File: src/rtl/awe_pkg.sv
// awe_pkg: constants and types shared by the weight loader and the weight
// distributor: weight/packet widths, header field layout, loader FSM encoding.
package awe_pkg;

    localparam int C_WEIGHT_WIDTH = 16;
    localparam int C_PACKET_WIDTH = 32;

    // Header word layout: K = [3:0], S = [7:4], M = [15:8]; bits above 15 are ignored.
    localparam int HDR_K_LSB  = 0;
    localparam int HDR_K_BITS = 4;
    localparam int HDR_S_LSB  = 4;
    localparam int HDR_S_BITS = 4;
    localparam int HDR_M_LSB  = 8;
    localparam int HDR_M_BITS = 8;

    // Payload word counts reach 16*16 = 256, so 9 bits are needed.
    localparam int WCNT_BITS = 9;

    typedef enum logic [2:0] {
        ST_IDLE   = 3'd0,
        ST_CFG    = 3'd1,
        ST_GAP    = 3'd2,
        ST_STREAM = 3'd3,
        ST_DONE   = 3'd4
    } awe_state_e;

    // Payload length in words: (K+1)*(S+1), evaluated in 9-bit unsigned.
    function automatic logic [WCNT_BITS-1:0] payload_words(
        input logic [HDR_K_BITS-1:0] k,
        input logic [HDR_S_BITS-1:0] s
    );
        logic [WCNT_BITS-1:0] kp;
        logic [WCNT_BITS-1:0] sp;
        kp = WCNT_BITS'(k) + WCNT_BITS'(1);
        sp = WCNT_BITS'(s) + WCNT_BITS'(1);
        return kp * sp;
    endfunction

endpackage

File: src/rtl/awe_sync_fifo.sv
// awe_sync_fifo: single-clock FIFO with show-ahead read data and registered
// full/empty flags. Writes into a full FIFO and reads from an empty FIFO are
// ignored. A word written in cycle T is readable in cycle T+1.
module awe_sync_fifo #(
    parameter int C_WIDTH = 64,
    parameter int C_DEPTH = 16
) (
    input  logic               clk,
    input  logic               rst,
    input  logic               wr_en,
    input  logic [C_WIDTH-1:0] wr_data,
    input  logic               rd_en,
    output logic [C_WIDTH-1:0] rd_data,
    output logic               full,
    output logic               empty
);

    localparam int            AW        = $clog2(C_DEPTH);
    localparam logic [AW:0]   DEPTH_CNT = (AW+1)'(C_DEPTH);
    localparam logic [AW:0]   CNT_ONE   = (AW+1)'(1);
    localparam logic [AW-1:0] PTR_ONE   = AW'(1);

    logic [C_WIDTH-1:0] mem [C_DEPTH];
    logic [AW-1:0]      wr_ptr;
    logic [AW-1:0]      rd_ptr;
    logic [AW:0]        count_q;
    logic [AW:0]        count_d;
    logic               full_q;
    logic               empty_q;
    logic               push;
    logic               pop;

    assign push    = wr_en & ~full_q;
    assign pop     = rd_en & ~empty_q;
    assign rd_data = mem[rd_ptr];
    assign full    = full_q;
    assign empty   = empty_q;

    // Occupancy after this cycle's push/pop; feeds the registered flags.
    always_comb begin
        count_d = count_q;
        if (push && !pop) begin
            count_d = count_q + CNT_ONE;
        end else if (pop && !push) begin
            count_d = count_q - CNT_ONE;
        end
    end

    // Storage array; contents are don't-care until written, so no reset.
    always_ff @(posedge clk) begin
        if (push) begin
            mem[wr_ptr] <= wr_data;
        end
    end

    // Pointers, occupancy and flags; reset empties the FIFO.
    always_ff @(posedge clk or negedge rst) begin
        if (!rst) begin
            wr_ptr  <= '0;
            rd_ptr  <= '0;
            count_q <= '0;
            full_q  <= 1'b0;
            empty_q <= 1'b1;
        end else begin
            if (push) begin
                wr_ptr <= wr_ptr + PTR_ONE;
            end
            if (pop) begin
                rd_ptr <= rd_ptr + PTR_ONE;
            end
            count_q <= count_d;
            full_q  <= (count_d == DEPTH_CNT);
            empty_q <= (count_d == '0);
        end
    end

endmodule

File: src/rtl/awe_weight_loader.sv
// awe_weight_loader: buffers a 64-bit word stream, decodes the header word into
// a config_valid/config_packet strobe, then splits each payload word into two
// weight-pair beats (low half first) for awe_weight_distributor.
// Optional build macro AWE_LOADER_LEN_CHECK_EN: checks s_last against the word
// counter and raises a sticky err on a length mismatch. Without it err is 0.
//
// state   | meaning
// --------+-------------------------------------------------------------
// IDLE    | wait for a header word; pop it, latch K/S/M and word count
// CFG     | config_valid strobe for one cycle
// GAP     | C_CFG_GAP idle cycles before the first beat
// STREAM  | pop a word, emit low half, then high half; bubble if empty
// DONE    | done strobe for one cycle, then back to IDLE
module awe_weight_loader #(
    parameter int C_WEIGHT_WIDTH = awe_pkg::C_WEIGHT_WIDTH,
    parameter int C_PACKET_WIDTH = awe_pkg::C_PACKET_WIDTH,
    parameter int C_IN_WIDTH     = 4*C_WEIGHT_WIDTH,
    parameter int C_FIFO_DEPTH   = 16,
    parameter int C_CFG_GAP      = 2
) (
    input  logic                        clk,
    input  logic                        rst,
    input  logic                        s_valid,
    output logic                        s_ready,
    input  logic [C_IN_WIDTH-1:0]       s_data,
    input  logic                        s_last,
    output logic                        config_valid,
    output logic [C_PACKET_WIDTH-1:0]   config_packet,
    output logic                        write_weights_valid,
    output logic [2*C_WEIGHT_WIDTH-1:0] weight_input,
    output logic                        busy,
    output logic                        done,
    output logic                        err
);

    import awe_pkg::*;

    localparam int         PAIR_W   = 2*C_WEIGHT_WIDTH;
    localparam logic [3:0] GAP_LOAD = 4'(C_CFG_GAP - 1);

`ifdef AWE_LOADER_LEN_CHECK_EN
    localparam int FIFO_W = C_IN_WIDTH + 1;
`else
    localparam int FIFO_W = C_IN_WIDTH;
`endif

    logic [FIFO_W-1:0]     fifo_wdata;
    logic [FIFO_W-1:0]     fifo_rdata;
    logic                  fifo_full;
    logic                  fifo_empty;
    logic                  fifo_rd;
    logic [C_IN_WIDTH-1:0] rd_word;

    awe_state_e            state_q;
    awe_state_e            state_d;
    logic [HDR_K_BITS-1:0] k_q;
    logic [HDR_S_BITS-1:0] s_q;
    logic [HDR_M_BITS-1:0] m_q;
    logic [WCNT_BITS-1:0]  words_q;
    logic [3:0]            gap_q;
    logic                  half_q;
    logic [PAIR_W-1:0]     hi_q;

`ifdef AWE_LOADER_LEN_CHECK_EN
    logic rd_last;
    assign fifo_wdata = {s_last, s_data};
    assign rd_word    = fifo_rdata[C_IN_WIDTH-1:0];
    assign rd_last    = fifo_rdata[C_IN_WIDTH];
`else
    logic unused_last;
    assign unused_last = s_last;
    assign fifo_wdata  = s_data;
    assign rd_word     = fifo_rdata;
`endif

    assign s_ready       = ~fifo_full;
    assign busy          = (state_q != ST_IDLE);
    assign config_packet = C_PACKET_WIDTH'({m_q, s_q, k_q});

    awe_sync_fifo #(
        .C_WIDTH (FIFO_W),
        .C_DEPTH (C_FIFO_DEPTH)
    ) u_fifo (
        .clk     (clk),
        .rst     (rst),
        .wr_en   (s_valid),
        .wr_data (fifo_wdata),
        .rd_en   (fifo_rd),
        .rd_data (fifo_rdata),
        .full    (fifo_full),
        .empty   (fifo_empty)
    );

    // State register.
    always_ff @(posedge clk or negedge rst) begin
        if (!rst) begin
            state_q <= ST_IDLE;
        end else begin
            state_q <= state_d;
        end
    end

    // Next-state logic.
    always_comb begin
        state_d = state_q;
        case (state_q)
            ST_IDLE:   if (!fifo_empty) state_d = ST_CFG;
            ST_CFG:    state_d = ST_GAP;
            ST_GAP:    if (gap_q == 4'd0) state_d = ST_STREAM;
            ST_STREAM: if (half_q && (words_q == '0)) state_d = ST_DONE;
            ST_DONE:   state_d = ST_IDLE;
            default:   state_d = ST_IDLE;
        endcase
    end

    // Output logic: strobes, beat data and FIFO pop request.
    always_comb begin
        config_valid        = 1'b0;
        write_weights_valid = 1'b0;
        weight_input        = '0;
        done                = 1'b0;
        fifo_rd             = 1'b0;
        case (state_q)
            ST_IDLE: fifo_rd = ~fifo_empty;
            ST_CFG:  config_valid = 1'b1;
            ST_STREAM: begin
                if (half_q) begin
                    write_weights_valid = 1'b1;
                    weight_input        = hi_q;
                end else if (!fifo_empty) begin
                    fifo_rd             = 1'b1;
                    write_weights_valid = 1'b1;
                    weight_input        = rd_word[PAIR_W-1:0];
                end
            end
            ST_DONE: done = 1'b1;
            default: ;
        endcase
    end

    // Header fields, word down-counter, gap timer and pending high half.
    always_ff @(posedge clk or negedge rst) begin
        if (!rst) begin
            k_q     <= '0;
            s_q     <= '0;
            m_q     <= '0;
            words_q <= '0;
            gap_q   <= '0;
            half_q  <= 1'b0;
            hi_q    <= '0;
        end else begin
            case (state_q)
                ST_IDLE: begin
                    if (fifo_rd) begin
                        k_q     <= rd_word[HDR_K_LSB +: HDR_K_BITS];
                        s_q     <= rd_word[HDR_S_LSB +: HDR_S_BITS];
                        m_q     <= rd_word[HDR_M_LSB +: HDR_M_BITS];
                        words_q <= payload_words(rd_word[HDR_K_LSB +: HDR_K_BITS],
                                                 rd_word[HDR_S_LSB +: HDR_S_BITS]);
                        half_q  <= 1'b0;
                    end
                end
                ST_CFG: gap_q <= GAP_LOAD;
                ST_GAP: begin
                    if (gap_q != 4'd0) begin
                        gap_q <= gap_q - 4'd1;
                    end
                end
                ST_STREAM: begin
                    if (half_q) begin
                        half_q <= 1'b0;
                    end else if (fifo_rd) begin
                        hi_q    <= rd_word[2*PAIR_W-1:PAIR_W];
                        half_q  <= 1'b1;
                        words_q <= words_q - WCNT_BITS'(1);
                    end
                end
                default: ;
            endcase
        end
    end

`ifdef AWE_LOADER_LEN_CHECK_EN
    logic err_q;

    // Sticky length error: s_last must sit on the final payload word and nowhere else.
    always_ff @(posedge clk or negedge rst) begin
        if (!rst) begin
            err_q <= 1'b0;
        end else if (fifo_rd) begin
            if ((state_q == ST_IDLE) && rd_last) begin
                err_q <= 1'b1;
            end else if ((state_q == ST_STREAM) && (rd_last != (words_q == WCNT_BITS'(1)))) begin
                err_q <= 1'b1;
            end
        end
    end

    assign err = err_q;
`else
    assign err = 1'b0;
`endif

endmodule

File: config.mk
export PLATFORM = sky130hd
export DESIGN_NAME = awe_weight_loader
export DESIGN_NICKNAME = d
export VERILOG_FILES = /design/src/rtl/awe_pkg.sv /design/src/rtl/awe_sync_fifo.sv /design/src/rtl/awe_weight_loader.sv
export SDC_FILE = /design/constraint.sdc
export NUM_CORES = 1
export LEC_CHECK = 0
export ABC_AREA = 1
export CAP_MARGIN = 20
export CORE_MARGIN = 2
export CORE_UTILIZATION = 50
export DETAILED_ROUTE_END_ITERATION = 8
export GPL_ROUTABILITY_DRIVEN = 0
export PLACE_DENSITY = 0.67
export SYNTH_ARGS = -nofsm -noshare
export SYNTH_HDL_FRONTEND = slang
export SYNTH_SLANG_ARGS = --single-unit
File: constraint.sdc
create_clock -name clk -period 8.7 [get_ports clk]
set_input_delay 2.175 -clock clk [delete_from_list [all_inputs] [get_ports clk]]
set_output_delay 2.175 -clock clk [all_outputs]
set_load 0.1 [all_outputs]
==> results.cfg <==
[cells_and_area]
multi_input_area_mm2 = 0.0103
fillerInstances = 6898
drive_above_1_share_pct = 7.40
final_area_mm2 = 0.0504
fin_cells = 4780
syn2layout_area_growth_pct = 13.3
finalNetCount = 3617
layout.area.seq_mm2 = 0.0328

[logic_synthesis]
avgSynthCellArea_um2 = 12.8
synthCells = 3469
synth_top_area_share_pct = 69.1
yosysMostFrequentCell = edfxtp_1
ys_async_sr_fraction_pct = 7.25
seq_area_frac_synth_pct = 73.6
synth-seq-cells = 1104
yosysTopAreaCell = edfxtp_1
ys_types = 41
ys.flop_type = edfxtp_1
syn_area_mm2 = 0.0445
synth-edff-count = 1024
synth_commonest_cells = edfxtp_1 (1024), nor2_1 (663), o21ai_0 (547)
synth-warning-count = 0
synthTopCellsByArea = edfxtp_1 (69%), o21ai_0 (6.2%), nor2_1 (5.6%)

[timing]
tightest_slew_ps = 1170
setup-tns-final_ps = 0
post-route-period-util_pct = 84.5
final-setup-viol-count = 0
max_freq_mhz = 136
hold_violations = 0
skew_ps = 17.4
rsz0062_at_grt = no
final-max-slew-violation-count = 0
relSlewSlack_pct = 21.7
post-route-min-period_ps = 7350

[power]
irDropWorstVdd_mv = 0.341
p_leak_uw = 0.0170
power_density_mw_per_mm2 = 388
p_total_uw = 19600

[global_route]
grtUsageTotal_pct = 25.0
grt_overflow_total = 0
grt_antenna_before_repair = 11
grt_pass1_wl_um = 170000
grt_max_degree = 169
grt_pass1_vias = 27200

[worst_setup_path]
required_ps = 6530
cp-start-kind = flip-flop
r2r_cells = 24
arrival_ps = 5170
r2r-end = words_q[7]$_DFFE_PN0P_
reg2reg_from = u_fifo.rd_ptr[0]$_DFFE_PN0P_
endpoint_kind = output port
path_class = flip-flop to output port
r2r_setup_slack_ps = 2450
crit_fanout = 168

[floorplanning]
die_w_um = 302
die_area_mm2 = 0.0914
rows = 109
core_mm2 = 0.0882
ioPinCount = 138
die_y_um = 302
start_util_pct = 50.4

[run_status]
status = finished, final reports clean

[placed_design]
dp_hpwl_um = 56000
dp.cells = 4569
port_buffers = 119
place_area_mm2 = 0.0466

[route]
vias = 28400
viasPerCell = 5.94
drt-wirelength-per-cell_um = 24.0
first_iter_violations = 3543
drc = 0
first_pass_iters = 5
postRouteAntennaNets = 0
drt_wl_total_um = 115000

[hold_path]
hold_path_class = flip-flop to flip-flop
hp-start = k_q[1]$_DFFE_PN0P_
hold_path_depth = 2
min_to = k_q[1]$_DFFE_PN0P_

[clocking]
htree_levels = 3
cts_tree = yes
cts_sinks = 1104
cts.clk_slew.worst_paths_ps = 60
clockBufferDepth = 3
insertion_delay_ps = 680
cts-root-buf = clkbuf_16
post_cts_resized = 0
postCtsHoldBufs = 0
cts-buffers-inserted = 107
cts_setup_buffers = 0

[flow_run]
max_cap_violations = 0
==> worst max path at each step <==
stage / from / to / slack, ps / depth (start not counted)
after floorplan: s_valid / u_fifo.mem[11][0]$_DFFE_PP_ / 2840 / 4
after global placement: u_fifo.rd_ptr[1]$_DFFE_PN0P_ / weight_input[19] / 2070 / 9
after detailed placement: u_fifo.rd_ptr[1]$_DFFE_PN0P_ / weight_input[19] / 2090 / 9
after CTS: u_fifo.rd_ptr[1]$_DFFE_PN0P_ / weight_input[19] / 1350 / 9
after global routing: u_fifo.rd_ptr[1]$_DFFE_PN0P_ / weight_input[19] / 1110 / 9
final: u_fifo.rd_ptr[1]$_DFFE_PN0P_ / weight_input[19] / 1350 / 9
==> registers in the layout (all words and copies together), names as in the netlist <==
name / flops
u_fifo.rd_ptr: 4
state_q: 3
u_fifo.wr_ptr: 4
u_fifo.mem: 1024
words_q: 9
hi_q: 32
s_q: 4
u_fifo.empty: 1
u_fifo.count_q: 5
half_q: 1
k_q: 4
m_q: 8
gap_q: 4
u_fifo.full: 1
==> power by group <==
group	switching, uW	internal [uW]
Combinational	5680	2190
Sequential	344	6500
Clock	1970	2880
Total	7990	11600
==> layout by cell type (no fill, tap or decap), types with 12 or more instances in the layout <==
cell,netlist,final
nand2_1,230,230
nor2_4,1,17
bufinv_16,0,16
clkbuf_16,0,109
clkinv_1,2,23
edfxtp_1,1024,1024
dfrtp_1,79,75
o21ai_0,547,547
ha_1,28,28
buf_4,38,42
nand3_1,120,120
o21ai_1,12,12
o221ai_1,110,110
a22oi_1,14,14
nor2_1,663,647
xor2_1,15,15
a21oi_1,20,20
clkinv_2,0,24
o22ai_1,104,104
conb_1,1,17
a31oi_1,51,51
o211ai_1,38,38
clkbuf_8,0,14
inv_1,110,108
clkdlybuf4s50_1,0,118
==> final cells by class <==
type,count,area share (%)
timing repair buffer,168,3.29
tap,1165,2.89
antenna,8,0.0397
clock buffer,132,5.86
clock inverter,71,1.56
inverter,118,0.918
multi-input combinational,2014,20.4
sequential,1104,65.0
==> critical path, stage by stage (launching register included) <==
cell,delay [ps]
dfrtp_4,750
inv_8,830
buf_4,540
o21ai_0,160
o22ai_1,190
nand2_1,70
a21oi_1,160
o21ai_0,200
nand2_1,300
clkdlybuf4s50_1,1190
==> per-stage QoR <==
stage / setup slack [ps] / utilization [%] / hold WS [ps]
after floorplan: 2840 / - / 454
after global placement: 2070 / 52.9 / 476
after detailed placement: 2090 / 52.9 / 477
after CTS: 1350 / 57.1 / 492
after global routing: 1110 / 57.1 / 518
final: 1350 / 57.1 / 492
==> logic make-up (layout without fill, tap and decap cells) <==
logic type | Yosys count | count (layout) | share of synthesized area (%)
xor+xnor | 21 | 21 | 0.447
flops | 1104 | 1104 | 73.6
fa+ha+maj | 36 | 36 | 1.15
other cells | 1 | 25 | 0.00843
simple gates | 1035 | 1035 | 9.23
compound gates | 905 | 905 | 11.9
buf+inv | 367 | 489 | 3.63
==> per-layer routing <==
layer	track usage [%]	vias to the layer above	part of all wire (%)
met1	34.5	14100	41
met4	9.48	10	3.3
met3	4.51	205	9.0
met5	0	-	0.054
met2	40.0	1244	47
li1	-	12800	-
No activity file was read; power rests on OpenSTA's default activity.
